File: config.mk
export PLATFORM = sky130hd
export DESIGN_NAME = adder_req_scheduler
export DESIGN_NICKNAME = d
export VERILOG_FILES = /design/src/rtl/adder_req_scheduler.sv
export SDC_FILE = /design/constraint.sdc
export NUM_CORES = 1
export LEC_CHECK = 0
export ABC_AREA = 1
export BUFFER_PORTS_ARGS = -buffer_cell sky130_fd_sc_hd__buf_2
export CORE_MARGIN = 1.5
export CORE_UTILIZATION = 50
export DETAILED_ROUTE_END_ITERATION = 8
export PLACE_DENSITY = 0.83
export SETUP_SLACK_MARGIN = 0.15
export SLEW_MARGIN = 20
export SYNTH_ARGS = -nofsm -noshare
export SYNTH_HDL_FRONTEND = slang
export SYNTH_SLANG_ARGS = --single-unit
File: constraint.sdc
create_clock -name clk_i -period 1.81 [get_ports clk_i]
set_input_delay 0 -clock clk_i [delete_from_list [all_inputs] [get_ports clk_i]]
set_output_delay 0 -clock clk_i [all_outputs]
set_load 0.01 [all_outputs]
File: src/rtl/adder_req_scheduler.sv
// adder_req_scheduler: two-requester arbiter that sequences wide additions through one shared DATA_W adder slice
//   clk_i/rst_ni            clock, async active-low reset
//   reqN_valid/ready/a/b/carry  request ports (round-robin when both valid, accepted only in IDLE)
//   rsp_valid/ready/sum/carry/id registered response
//   add_a/b/carry_o, add_sum/carry_i  shared external adder slice, driven only in CALC
//   busy_o                  high in CALC or RESP
//   ADDER_REQ_SCHEDULER_STATS_EN adds done0_cnt_o/done1_cnt_o completion counters
module adder_req_scheduler #(
  parameter int DATA_W = 8,
  parameter int NUM_SLICES = 2,
  localparam int OP_W = DATA_W * NUM_SLICES
) (
  input  logic              clk_i,
  input  logic              rst_ni,
  input  logic              req0_valid_i,
  output logic              req0_ready_o,
  input  logic [OP_W-1:0]   req0_a_i,
  input  logic [OP_W-1:0]   req0_b_i,
  input  logic              req0_carry_i,
  input  logic              req1_valid_i,
  output logic              req1_ready_o,
  input  logic [OP_W-1:0]   req1_a_i,
  input  logic [OP_W-1:0]   req1_b_i,
  input  logic              req1_carry_i,
  output logic              rsp_valid_o,
  input  logic              rsp_ready_i,
  output logic [OP_W-1:0]   rsp_sum_o,
  output logic              rsp_carry_o,
  output logic              rsp_id_o,
  output logic [DATA_W-1:0] add_a_o,
  output logic [DATA_W-1:0] add_b_o,
  output logic              add_carry_o,
  input  logic [DATA_W-1:0] add_sum_i,
  input  logic              add_carry_i,
`ifdef ADDER_REQ_SCHEDULER_STATS_EN
  output logic [15:0]       done0_cnt_o,
  output logic [15:0]       done1_cnt_o,
`endif
  output logic              busy_o
);
  localparam int KW = NUM_SLICES > 1 ? $clog2(NUM_SLICES) : 1;
  typedef enum logic [1:0] {IDLE, CALC, RESP} state_t;
  state_t state_q, state_d;
  logic [OP_W-1:0] a_q, a_d, b_q, b_d, sum_q, sum_d;
  logic carry_q, carry_d, id_q, id_d, rr_q, rr_d;
  logic [KW-1:0] k_q, k_d;
  logic gnt1, calc;
  // rr_q set means requester 1 is preferred when both are valid
  assign gnt1 = req1_valid_i & (~req0_valid_i | rr_q);
  assign calc = state_q == CALC;
  assign req0_ready_o = (state_q == IDLE) & req0_valid_i & ~gnt1;
  assign req1_ready_o = (state_q == IDLE) & gnt1;
  assign add_a_o = calc ? a_q[k_q*DATA_W +: DATA_W] : '0;
  assign add_b_o = calc ? b_q[k_q*DATA_W +: DATA_W] : '0;
  assign add_carry_o = calc & carry_q;
  assign rsp_valid_o = state_q == RESP;
  assign rsp_sum_o = sum_q;
  assign rsp_carry_o = carry_q;
  assign rsp_id_o = id_q;
  assign busy_o = state_q != IDLE;
  always_comb begin
    state_d = state_q;
    a_d = a_q;
    b_d = b_q;
    sum_d = sum_q;
    carry_d = carry_q;
    id_d = id_q;
    rr_d = rr_q;
    k_d = k_q;
    case (state_q)
      IDLE: if (req0_valid_i | req1_valid_i) begin
        a_d = gnt1 ? req1_a_i : req0_a_i;
        b_d = gnt1 ? req1_b_i : req0_b_i;
        carry_d = gnt1 ? req1_carry_i : req0_carry_i;
        id_d = gnt1;
        rr_d = ~gnt1;
        k_d = '0;
        state_d = CALC;
      end
      CALC: begin
        sum_d[k_q*DATA_W +: DATA_W] = add_sum_i;
        carry_d = add_carry_i;
        k_d = k_q + 1'b1;
        state_d = k_q == KW'(NUM_SLICES - 1) ? RESP : CALC;
      end
      RESP: state_d = rsp_ready_i ? IDLE : RESP;
      default: state_d = IDLE;
    endcase
  end
  always_ff @(posedge clk_i or negedge rst_ni) begin
    if (!rst_ni) begin
      state_q <= IDLE;
      a_q <= '0;
      b_q <= '0;
      sum_q <= '0;
      carry_q <= 1'b0;
      id_q <= 1'b0;
      rr_q <= 1'b0;
      k_q <= '0;
    end else begin
      state_q <= state_d;
      a_q <= a_d;
      b_q <= b_d;
      sum_q <= sum_d;
      carry_q <= carry_d;
      id_q <= id_d;
      rr_q <= rr_d;
      k_q <= k_d;
    end
  end
`ifdef ADDER_REQ_SCHEDULER_STATS_EN
  logic [15:0] done0_q, done0_d, done1_q, done1_d;
  logic done;
  assign done = rsp_valid_o & rsp_ready_i;
  assign done0_d = done0_q + 16'(done & ~id_q);
  assign done1_d = done1_q + 16'(done & id_q);
  assign done0_cnt_o = done0_q;
  assign done1_cnt_o = done1_q;
  always_ff @(posedge clk_i or negedge rst_ni) begin
    if (!rst_ni) begin
      done0_q <= '0;
      done1_q <= '0;
    end else begin
      done0_q <= done0_d;
      done1_q <= done1_d;
    end
  end
`endif
endmodule

==> flow_summary.json <==
{
  "outcome": "completed",
  "cts_made_buffers": 5,
  "final_hold_viol_count": 0,
  "r2r.worst_path.cells": 6,
  "postRouteAntennaNets": 0,
  "final_core_area_utilization": 0.809,
  "synthMostInstantiatedCell": "nand3_1",
  "worst_skew_pair.late_latency_ps": 300,
  "antenna_cells_inserted": 0,
  "wl_per_cell_um": 15.9,
  "floorplan.rows": 26,
  "clk_transition_reported_paths_ps": 90,
  "vdd_drop_max_mv": 1.00,
  "via_count": 3182,
  "die_extent_in_x_um": 77.0,
  "grt_pass1_wl_mm": 15.1,
  "finalClockSkew_ps": 5.30,
  "detailedPlacementHpwl_mm": 5.09,
  "p_per_area_nw_per_um2": 1430,
  "cts.path.max_buffers": 2,
  "dieArea_um2": 5920,
  "arrival_ps": 1590,
  "synth_edf_count": 0,
  "dieHeight_um": 77.0,
  "place_worst_setup_slack_ps": 166,
  "cts_max_level": 2,
  "number_of_global_route_vias_before_repair": 3235,
  "fmax_ghz": 0.630,
  "postSynth.topFlopCell": "dfrtp_1",
  "post-synth-top-area-fraction": 0.494,
  "critPathKind": "flop to primary output",
  "globalplace.congestion": 0.844,
  "crit_fanout": 33,
  "maxSlewViolCount": 0,
  "pin_count": 119,
  "timing.slew.headroom": 0.464,
  "syn_avg_cell_area_um2": 8.31,
  "yosysSeqAreaShare": 0.494,
  "setup_viol": 0,
  "drv_cap": 0,
  "clock-root-buffer": "clkbuf_8",
  "flip_flop_and_latch_count_after_synthesis": 54,
  "worst_hold_path_type": "primary input to flop",
  "initial_utilization": 0.525,
  "drt_wl_total_mm": 9.38,
  "remaining_drc_errors": 0,
  "hold_path_depth": 5,
  "synth_nets": 409,
  "grt_max_degree": 35,
  "synth.cell_area_um2": 2740,
  "syn-instance-count": 329,
  "layout_setup_ws_ps": 224,
  "yosysTopAreaCell": "dfrtp_1",
  "synth.top_cells.by_area": "dfrtp_1, nand3_1, nand2_1",
  "avg_vias_per_cell": 5.39,
  "holdWs_ps": 3.11,
  "number_of_design_rule_violations_left_by_the_first_detailed_router_iteration": 348,
  "end_kind": "primary output",
  "finish.net_count": 600,
  "globalRouteTotalUtil": 0.321,
  "core_area_um2": 5200,
  "synthArstFlopShare": 1.00,
  "synth_commonest_cells": "nand3_1, nand2_1, dfrtp_1",
  "layout_cells_sized_above_1": 0.317,
  "drt_pass1_iterations": 5,
  "required_ps": 1810,
  "tritoncts": "yes",
  "tightest_slew_ps": 803,
  "yosys_warnings": 0,
  "unrepaired_setup_endpoints_after_global_routing": "true",
  "port_buffers": 118,
  "synthToLayoutAreaGrowth_pct": 54.0,
  "tns_ps": 0,
  "finalWorstPathRequiredPeriod_ps": 1590,
  "cts.sinks": 54,
  "overall_overflow_remaining_after_global_route": 0,
  "power_leakage_nw": 2.18,
  "synth_cell_types": 17,
  "cp-start-kind": "flop",
  "final.period_utilization": 0.876,
  "antenna_found_initial": 0
}
-- routing by layer --
| layer | track usage | up-vias | part of all wire |
|---|---|---|---|
| li1 | - | 1474 | - |
| met1 | 0.388 | 1441 | 0.39 |
| met2 | 0.563 | 232 | 0.48 |
| met3 | 0.0643 | 35 | 0.092 |
| met4 | 0.122 | 0 | 0.035 |
| met5 | 0 | - | 0 |
-- critical path: stages (launching register included) --
cell     delay [ps]
dfrtp_1         460
nor2_4          150
buf_4           350
nand2_1         120
inv_1            70
buf_2           120
-- layout make-up --
cell class                 instances  area, um2
clock buffer                       5       68.8
timing repair inverter             1       7.51
fill                             357        993
multi-input combinational        235       1150
tap                               70       87.6
inverter                          19       75.1
timing repair buffer             204       1460
clock inverter                     2       10.0
sequential                        54       1350
-- state kept, by name, indices dropped and copies added, names as in the netlist --
register and cells:
a_q 16, b_q 16, k_q 1, rr_q 1
rsp_carry_o 1, rsp_id_o 1, rsp_sum_o 16, state_q 2
-- layout by cell type (no fill, tap or decap) --
cell type,netlist,layout
buf_2,10,118
inv_2,4,4
a21oi_1,16,16
nor2_4,3,3
o31ai_1,1,1
dlygate4sd3_1,0,75
nor2_1,3,3
dfrtp_1,54,53
inv_1,15,14
buf_12,0,2
buf_4,0,8
buf_8,0,1
nand3_1,101,101
nand2_4,2,2
o21ai_2,15,15
clkinvlp_4,0,2
o21ai_1,3,3
nand2_1,89,89
dfrtp_2,0,1
nand2_2,2,2
clkbuf_8,0,5
clkinv_2,0,2
-- power by group --
part	switching (mW)	leakage [nW]	internal (mW)
clock	0.382	0.0438	0.261
combinational	1.95	1.47	1.24
sequential	0.386	0.660	1.81
-- path summary, 6_finish.rpt --
path | from | end | slack (ps)
worst max-delay path | state_q[1]$_DFFE_PN0P_ | req1_ready_o | 220
worst min-delay path | req0_carry_i | rsp_carry_o$_DFFE_PN0P_ | 3
worst max register to register | rr_q$_DFFE_PN0P_ | a_q[13]$_DFFE_PN0P_ | 370
worst min register to register | rsp_sum_o[11]$_DFFE_PN0P_ | rsp_sum_o[11]$_DFFE_PN0P_ | 490
max in group asynchronous | rst_ni | state_q[0]$_DFFE_PN0P_ | 950
min in group asynchronous | rst_ni | a_q[2]$_DFFE_PN0P_ | 270
-- per-stage QoR --
step | instance area [um2] | cells | power (mW)
6_report | 4210 | 590 | 6.03
3_3_place_gp | 3330 | 503 | 5.04
5_1_grt | 4210 | 590 | 6.49
3_5_place_dp | 3330 | 503 | 5.11
2_1_floorplan | 2740 | 329 | 4.25
4_1_cts | 4180 | 587 | 5.92
-- logic make-up after synthesis --
kind of cell	after synthesis	synth area share
compound gates	35	0.0855
buf+inv	40	0.0842
flops	54	0.494
simple gates	200	0.336
-- what timing repair did --
action | 4_1_cts | 5_1_grt
pin swaps | 1 | 0
setup endpoints to repair | 2 | 20
hold buffers | 75 | 0
gates resized for setup | 1 | 4
hold endpoints to repair | 77 | 0
setup buffers | 1 | 3
cloned | 1 | 0
(Power assumes the default switching activity.)
